--- config.mk ---
export PLATFORM = sky130hd
export DESIGN_NAME = regfile_wb_port
export DESIGN_NICKNAME = d
export VERILOG_FILES = /design/src/rtl/regfile_pkg.sv /design/src/rtl/regfile_wb_port_fifo.sv /design/src/rtl/regfile_wb_port.sv
export SDC_FILE = /design/constraint.sdc
export NUM_CORES = 2
export LEC_CHECK = 0
export BUFFER_PORTS_ARGS = -buffer_cell sky130_fd_sc_hd__buf_4
export CORE_MARGIN = 5
export CORE_UTILIZATION = 54
export DETAILED_ROUTE_END_ITERATION = 12
export PLACE_DENSITY = 0.7
export SKIP_LAST_GASP = 1
export SYNTH_ARGS = -nofsm -noshare
export SYNTH_HDL_FRONTEND = slang
export SYNTH_SLANG_ARGS = --single-unit
--- constraint.sdc ---
create_clock -name clk -period 3.03 [get_ports clk]
set_input_delay 0.303 -clock clk [delete_from_list [all_inputs] [get_ports clk]]
set_output_delay 0.303 -clock clk [all_outputs]
set_load 0.02 [all_outputs]
--- src/rtl/regfile_pkg.sv ---
// Shared definitions for the register-file write-back port.
// Contents: register/index widths, the always-zero register index,
// the buffered write-entry type and the write-buffer fill-state encoding.
package regfile_pkg;

    localparam int ADDR_W = 5;
    localparam int DATA_W = 32;
    localparam logic [ADDR_W-1:0] ZERO_REG = '0;

    typedef struct packed {
        logic [ADDR_W-1:0] addr;
        logic [DATA_W-1:0] data;
    } wr_entry_t;

    // Write-buffer occupancy class, exported for debug visibility.
    typedef enum logic [1:0] {
        FILL_EMPTY   = 2'd0,
        FILL_PARTIAL = 2'd1,
        FILL_FULL    = 2'd2
    } fill_state_t;

endpackage

--- src/rtl/regfile_wb_port_fifo.sv ---
// wb_fifo: DEPTH-entry synchronous FIFO of write entries.
// Ports:
//   clk, rst_n          clock, async active-low reset (empties the FIFO)
//   push, din           enqueue din at the rising edge (caller guarantees !full or pop)
//   pop                 dequeue the head at the rising edge (caller guarantees !empty)
//   full, empty, count  occupancy (count is 0..DEPTH)
//   head                oldest entry (slot 0)
//   entries, valid      every slot and its valid flag; slot 0 is oldest,
//                       slot count-1 is youngest
//   fill_state          EMPTY / PARTIAL / FULL classification of count
// Storage is a shift register: a pop moves every slot down by one, so the
// head is always slot 0 and age increases with decreasing index.
module wb_fifo
    import regfile_pkg::*;
#(
    parameter int DEPTH = 2
) (
    input  logic                         clk,
    input  logic                         rst_n,
    input  logic                         push,
    input  wr_entry_t                    din,
    input  logic                         pop,
    output logic                         full,
    output logic                         empty,
    output logic [$clog2(DEPTH+1)-1:0]   count,
    output wr_entry_t                    head,
    output wr_entry_t [DEPTH-1:0]        entries,
    output logic [DEPTH-1:0]             valid,
    output fill_state_t                  fill_state
);

    localparam int CW = $clog2(DEPTH + 1);

    wr_entry_t [DEPTH-1:0] slots;
    logic [CW-1:0]         wr_idx;

    // With a simultaneous pop the new entry lands one slot lower because
    // everything shifts down on the same edge.
    assign wr_idx = count - CW'(pop);

    always_ff @(posedge clk or negedge rst_n) begin
        if (!rst_n) begin
            count <= '0;
            slots <= '0;
        end else begin
            for (int i = 0; i < DEPTH; i++) begin
                if (pop && i < DEPTH - 1) begin
                    slots[i] <= slots[i+1];
                end
                if (push && CW'(i) == wr_idx) begin
                    slots[i] <= din;
                end
            end
            count <= count + CW'(push) - CW'(pop);
        end
    end

    always_comb begin
        for (int i = 0; i < DEPTH; i++) begin
            valid[i] = (CW'(i) < count);
        end
    end

    assign entries = slots;
    assign head    = slots[0];
    assign empty   = (count == '0);
    assign full    = (count == CW'(DEPTH));

    always_comb begin
        fill_state = FILL_PARTIAL;
        if (empty) begin
            fill_state = FILL_EMPTY;
        end else if (full) begin
            fill_state = FILL_FULL;
        end
    end

endmodule

--- src/rtl/regfile_wb_port.sv ---
// regfile_wb_port: register-file write-back port with a posted-write buffer.
// Ports:
//   clk, rst_n              clock, async active-low reset (clears array and buffer)
//   wr_valid/wr_ready       write request handshake; wr_addr/wr_data payload
//   wb_stall                high blocks the buffer-to-array commit this cycle
//   rd_addr_a/b, rd_data_a/b  combinational read ports with buffer bypass
//   busy                    write buffer non-empty
//   fill_state              debug view of buffer occupancy class
// Handshake: a write transfers on a rising edge where wr_valid && wr_ready.
// wr_ready does not depend on wr_valid; it is high while the buffer has
// room or while a commit frees the head slot in the same cycle, so it is
// combinational from wb_stall. Transfers to register 0 complete but are
// dropped instead of being buffered.
module regfile_wb_port #(
    parameter int DATA_W = 32,
    parameter int ADDR_W = 5,
    parameter int DEPTH  = 2
) (
    input  logic                    clk,
    input  logic                    rst_n,
    input  logic                    wr_valid,
    output logic                    wr_ready,
    input  logic [ADDR_W-1:0]       wr_addr,
    input  logic [DATA_W-1:0]       wr_data,
    input  logic                    wb_stall,
    input  logic [ADDR_W-1:0]       rd_addr_a,
    input  logic [ADDR_W-1:0]       rd_addr_b,
    output logic [DATA_W-1:0]       rd_data_a,
    output logic [DATA_W-1:0]       rd_data_b,
    output logic                    busy,
    output regfile_pkg::fill_state_t fill_state
);

    import regfile_pkg::*;

    localparam int NREGS = 2 ** ADDR_W;
    localparam int CW    = $clog2(DEPTH + 1);

    logic [DATA_W-1:0]     regs [NREGS];
    logic                  fifo_full;
    logic                  fifo_empty;
    logic [CW-1:0]         fifo_count;
    wr_entry_t             fifo_head;
    wr_entry_t [DEPTH-1:0] fifo_entries;
    logic [DEPTH-1:0]      fifo_valid;
    wr_entry_t             new_entry;
    logic                  accept;
    logic                  push;
    logic                  commit;

    assign wr_ready  = ~fifo_full | ~wb_stall;
    assign accept    = wr_valid & wr_ready;
    assign push      = accept & (wr_addr != ZERO_REG);
    assign commit    = ~fifo_empty & ~wb_stall;
    assign busy      = (fifo_count != '0);
    assign new_entry = '{addr: wr_addr, data: wr_data};

    wb_fifo #(.DEPTH(DEPTH)) u_fifo (
        .clk        (clk),
        .rst_n      (rst_n),
        .push       (push),
        .din        (new_entry),
        .pop        (commit),
        .full       (fifo_full),
        .empty      (fifo_empty),
        .count      (fifo_count),
        .head       (fifo_head),
        .entries    (fifo_entries),
        .valid      (fifo_valid),
        .fill_state (fill_state)
    );

    always_ff @(posedge clk or negedge rst_n) begin
        if (!rst_n) begin
            for (int i = 0; i < NREGS; i++) begin
                regs[i] <= '0;
            end
        end else if (commit) begin
            regs[fifo_head.addr] <= fifo_head.data;
        end
    end

    // Array value overridden by buffered writes; slots are scanned oldest
    // to youngest so the youngest match is the one that sticks.
    function automatic logic [DATA_W-1:0] read_port(input logic [ADDR_W-1:0] addr);
        logic [DATA_W-1:0] v;
        v = regs[addr];
        for (int i = 0; i < DEPTH; i++) begin
            if (fifo_valid[i] && fifo_entries[i].addr == addr) begin
                v = fifo_entries[i].data;
            end
        end
        if (addr == ZERO_REG) begin
            v = '0;
        end
        return v;
    endfunction

    always_comb begin
        rd_data_a = read_port(rd_addr_a);
    end

    always_comb begin
        rd_data_b = read_port(rd_addr_b);
    end

endmodule

* Word level (Yosys, flattened, before mapping)
Index checks and enable logic that the tools add are counted. W data, S select, Z words.
Word-level totals: register bits 1100, input bits 51
Cells by class: add/sub/neg operators 3, magnitude comparators 6, eq/ne operators 6, mux-type cells 19, bitwise gates (word level) 10, reductions and logical operators 14
Operators with widths (number):
- $bwmux W1024 | 1
- $mux W32 | 11
- $bmux W32 S5 | 2
- $demux W32 S5 | 1
- $mux W37 | 2
- $eq A5 B5 Y1 | 4
- $ge A6 B6 Y1 const B | 3
- $not A5 Y6 | 3
- $logic_not A5 Y1 | 2
- $logic_and A1 B1 Y1 | 7
- $lt A6 B1 Y1 const B | 1
- $reduce_bool A5 Y1 | 1
- $logic_not A2 Y1 | 2
- $lt A1 B2 Y1 const A | 2
- $mux W2 | 2
- $reduce_bool A2 Y1 | 2
- $sub A2 B1 Y2 | 2
- $and A1 B1 Y1 | 3
- $not A1 Y1 | 3
- $add A2 B1 Y2 | 1
- $eq A1 B2 Y1 const A | 1
- $eq A2 B2 Y1 const B | 1
- $or A1 B1 Y1 | 1

* Longest topological paths before layout
depth in word-level cells 7, gate-level depth with buffers 11, mapped depth without buffers 8

* Modules after synthesis
From an unflattened synthesis, not the netlist that was laid out.
Unflattened totals: cells, all modules 4082, area, all modules 59260.6 um2
Modules (own cells, without submodules):
- regfile_wb_port | times used 1, cells an instance 3792, area each 55647.1 um2, seq. area each 25624.6 um2
- wb_fifo | times used 1, cells an instance 290, area each 3613.5 um2, seq. area each 1901.8 um2

* Least setup slack after synthesis
Ideal clock, no wire load.
kind flip-flop to flip-flop, from register u_fifo.count[0], to register u_fifo.slots (netlist bit u_fifo.entries[28]), data arrival time 2563 ps, slack 326 ps, stages on the path, launching flop included 12, buffers on the path 3, cells stage by stage dfrtp_1 > o21bai_1 > inv_1 > clkbuf_1 > ha_1 > or2_2 > o21ai_0 > or3b_2 > buf_2 > buf_1 > nor2_1 > a31oi_1
Between the ends: cells in the longest elaborated chain, start to end 7, elaborated cells on any way between the ends 13, classes of those cells add/sub: 1; eq/ne: 1; mux: 1; bitwise: 6; reduce/logical: 4
Ends and longest elaborated chain:
- start: declaration | RTL line regfile_wb_port_fifo.sv:25 | output logic [$clog2(DEPTH+1)-1:0] count,
- start signal: assignment | RTL line regfile_wb_port_fifo.sv:54 | count <= count + CW'(push) - CW'(pop);
- $logic_not A2 Y1 / $eq A2 B2 Y1 (equally long branches) | RTL line regfile_wb_port_fifo.sv:66, regfile_wb_port_fifo.sv:67
- $not A1 Y1 (on tied branches) | RTL line regfile_wb_port.sv:54, regfile_wb_port.sv:51
- $and A1 B1 Y1 / $or A1 B1 Y1 (equally long branches) | RTL line regfile_wb_port.sv:54, regfile_wb_port.sv:51
- $sub A2 B1 Y2 / $and A1 B1 Y1 (equally long branches) | RTL line regfile_wb_port_fifo.sv:39, regfile_wb_port.sv:52
- $logic_not A2 Y1 / $and A1 B1 Y1 (equally long branches) | RTL line regfile_wb_port_fifo.sv:50, regfile_wb_port.sv:53
- $logic_and A1 B1 Y1 | RTL line regfile_wb_port_fifo.sv:50 | if (push && CW'(i) == wr_idx) begin
- $mux W37 / $reduce_bool A2 Y1 (equally long branches)
- end signal: indexed assignment | RTL line regfile_wb_port_fifo.sv:48 | slots[i] <= slots[i+1];
- end signal: indexed assignment | RTL line regfile_wb_port_fifo.sv:51 | slots[i] <= din;
- end: declaration | RTL line regfile_wb_port_fifo.sv:34 | wr_entry_t [DEPTH-1:0] slots;
Parallel ways exist; a longest one is shown, timed or not. A chain may end at the register's enable or synchronous reset.

* Worst setup path in the final report
from register u_fifo.slots (netlist bit u_fifo.entries[70]), to output port rd_data_b[13]
Between the ends: cells in the longest elaborated chain, start to end 4
Ends and longest elaborated chain:
- $eq A5 B5 Y1 | RTL line regfile_wb_port.sv:89 | if (fifo_valid[i] && fifo_entries[i].addr == addr) begin
- $logic_and A1 B1 Y1 | RTL line regfile_wb_port.sv:89
- $mux W32 | RTL line regfile_wb_port.sv:89
- $mux W32 | RTL line regfile_wb_port.sv:93 | if (addr == ZERO_REG) begin
- end: declaration | RTL line regfile_wb_port.sv:29 | output logic [DATA_W-1:0] rd_data_b,
No other way between the ends.

==> summary.md <==
| Metric | Value |
|---|---|
| Initial core utilization | `0.543` |
| Mapped cell area | `0.0589 mm2` |
| Syn. warnings | `0` |
| FFs w/ async S/R, synth | `1.00` |
| Failing checks | `setup timing` |
| Largest net degree at the start of global routing | `107` |
| Maxcap violations | `0` |
| Clk_lat worst skew | `0.73 ns` |
| CTS buffer count | `116` |
| Routed wl met3 | `23900 um` |
| # port buffers | `118` |
| Row cnt | `121` |
| Cell accounting for the most synthesized area | `dfrtp_1` |
| Post-Layout Cell Count | `5901` |
| Worst Tran Pin Value | `1.05 ns` |
| Crit path launch | `u_fifo.entries[70]` |
| Max Used Layer | `met5` |
| Clock skew | `0.0193 ns` |
| Final Cycle Share | `1.08` |
| Routability cong. | `0.889` |
| Critical path arrival | `2.96 ns` |
| Hold Path Class | `input pin to asynchronous set/reset pin` |
| Clock sink count | `1100` |
| Final Cell Area | `0.0696 mm2` |
| DRT Wirelength | `208000 um` |
| Clk buf depth | `3` |
| Slew Viols, Final | `0` |
| TNS Setup | `-8.84 ns` |
| Post-Syn Nets | `4222` |
| RR Startpoint | `u_fifo.count[0]` |
| Vias | `42700` |
| Outcome | `complete, but fails checks` |
| Vias in the first global route | `43400` |
| CTS clk-pin slew, worst paths | `0.07 ns` |
| Top_reg_cell synth | `dfrtp_1` |
| Die ar. | `0.116 mm2` |
| Slew HR | `0.301` |
| TritonCTS clock tree | `done` |
| Synth cell types | `63` |
| Crit. End Element | `output pin` |
| Met2 WL post-DR | `93000 um` |
| # DRC | `0` |
| WS Path Type | `flop to output pin` |
| Top-level port count | `119` |
| Placed cells | `5619` |
| Synth top area share | `0.467` |
| Global-route wire length before repair | `303000 um` |
| LEAKAGE | `31.2 nW` |
| Placed Area | `0.0639 mm2` |
| Syn avg cell area | `14.1 um2` |
| Die Y | `340 um` |
| Most frequent cell after synthesis | `dfrtp_1` |
| Die X | `340 um` |
| Data required, critical path | `2.73 ns` |
| Final WS setup | `-0.234 ns` |
| DRT antenna net count | `0` |
| Commonest cells post-synth | `dfrtp_1 (1100), mux2_2 (1073), mux4_2 (386), mux2i_1 (281), clkbuf_1 (232)` |
| Total GRT Usage | `0.356` |
| RR Endpoint | `u_fifo.entries[58]` |
| Final worst path period need | `3.26 ns` |
| R2R Setup Slk | `0.27 ns` |
| Area grow syn2layout | `18.1%` |
| Final net count | `4436` |
| DP HPWL | `126000 um` |
| Vias per cell | `7.24` |
| Final setup violation count | `63` |
| Critical Path Fanout Max | `22` |
| Routed wire per std cell | `35.3 um` |
| Max IR drop VDD | `0.619 mV` |
| Startpoint Class | `flop` |
| Initial antenna violation count | `2` |
| Top post-synthesis cells by area | `dfrtp_1 (47%), mux2_2 (21%), mux4_2 (15%)` |
| Core area | `0.109 mm2` |
| H-Tree Depth | `3` |
| PD cells | `908 mW/mm2` |
| Crit path to | `rd_data_b[13]` |
| Share of layout cells above drive strength 1 | `0.516` |
| Hold Fails Final Rpt | `0` |
| Starting DRT DRC Count | `5491` |
| Fmax | `306 MHz` |
| Sequential share of the synthesized area | `0.467` |
| Filler instances | `7917` |
| Finished Core Util | `0.641` |
| GRT overflow | `0` |
| Gate Count Post-Synth | `4169` |
| Post-synth EDFFs | `0` |
| Pre-antenna DRT Iters | `8` |
| Post-Route M1 WL | `78200 um` |
| Setup repair after global routing missed its margin | `true` |
| #FFs+latches synth | `1100` |
| Clock tree root driver cell | `clkbuf_16` |
| Worst Reg-to-Reg Cells | `8` |
-- area by class of cell --
type	instances	area (um2)	area share
timing repair buffer	553	5830	0.0838
multi-input combinational	2596	30300	0.435
clock inverter	56	813	0.0117
inverter	16	60.1	0.000863
sequential	1100	27500	0.396
clock buffer	162	3280	0.0471
antenna	4	10.0	0.000144
tap	1414	1770	0.0254
-- registers in the layout, summed over array words and instances, names as in the netlist --
register        cells
regs             1024
u_fifo.count        2
u_fifo.entries     74
-- worst min path at each step --
stage               depth (start not counted)  slack, ns   from         to
floorplan                                   0      0.007  rst_n    regs[0]
global placement                            1       0.29  rst_n  regs[888]
detailed placement                          1       0.28  rst_n  regs[888]
CTS                                         2       0.11  rst_n  regs[888]
global route                                2       0.15  rst_n  regs[888]
finish                                      2       0.13  rst_n  regs[888]
-- critical path: stages, from the launching register on --
cell and delay [ns]:
dfrtp_2 0.44, xor2_1 0.17, nor4_1 0.29, buf_4 0.18, a31oi_2 0.10, and2_4 0.20, buf_12 0.16, a221o_1 0.44
buf_4 0.17
-- report_power, final --
group          internal (mW)  switching (mW)
registers               20.7            5.36
logic                   11.9            9.97
clock network           9.02            6.32
-- stage by stage --
stage	hold slack, ns	setup WS [ns]	total power [mW]
CTS	0.114	-0.226	62.5
global route	0.145	-0.281	65.8
finish	0.128	-0.234	63.2
detailed placement	0.284	-0.0221	46.5
global placement	0.288	-0.0198	45.7
floorplan	0.00741	0.326	38.8
-- cells in the final DEF (no fill, tap or decap), types with 12 or more instances in the layout --
cell / n
clkbuf_8: 20
buf_6: 31
nor2_1: 57
o21ai_0: 49
buf_12: 109
a22oi_1: 21
nor2_4: 16
dfrtp_1: 1094
nand2_1: 152
clkbuf_16: 118
clkbuf_1: 26
mux2_2: 1072
a211o_1: 19
a221o_1: 28
o32ai_2: 14
buf_4: 363
mux4_2: 386
inv_1: 12
a221oi_1: 25
o221ai_1: 88
a221oi_2: 16
o22ai_1: 29
nor4_2: 12
bufinv_16: 17
dlygate4sd3_1: 39
nor4_4: 13
clkinv_2: 19
a31oi_1: 37
a21oi_1: 26
xnor2_1: 13
a211oi_1: 34
a22o_1: 31
mux2i_1: 281
-- timing repair --
item,4_1_cts,5_1_grt
cloned,1,2
pin swaps,25,17
hold endpoints to repair,247,0
resized for setup,113,58
endpoints found under the setup margin,64,64
hold buffers,39,0
buffers inserted,14,10
-- cell families (layout without fill, tap and decap cells) --
| kind of cell | count (synthesis) | count (layout) | synth area share |
|---|---|---|---|
| mux | 1745 | 1745 | 0.401 |
| flops | 1100 | 1100 | 0.467 |
| compound gates | 497 | 497 | 0.0655 |
| buf+inv | 473 | 787 | 0.0366 |
| simple gates | 330 | 330 | 0.0258 |
| xor+xnor | 22 | 22 | 0.00327 |
| fa+ha+maj | 2 | 2 | 0.000425 |
| other cells | 0 | 4 | 0 |
-- per-layer routing --
| layer | up-vias | GRT usage |
|---|---|---|
| met2 | 2853 | 0.534 |
| met1 | 22600 | 0.476 |
| li1 | 16600 | - |
| met4 | 2 | 0.189 |
| met3 | 694 | 0.0970 |
| met5 | - | 0.00333 |
No activity file was read; power rests on OpenSTA's default activity.
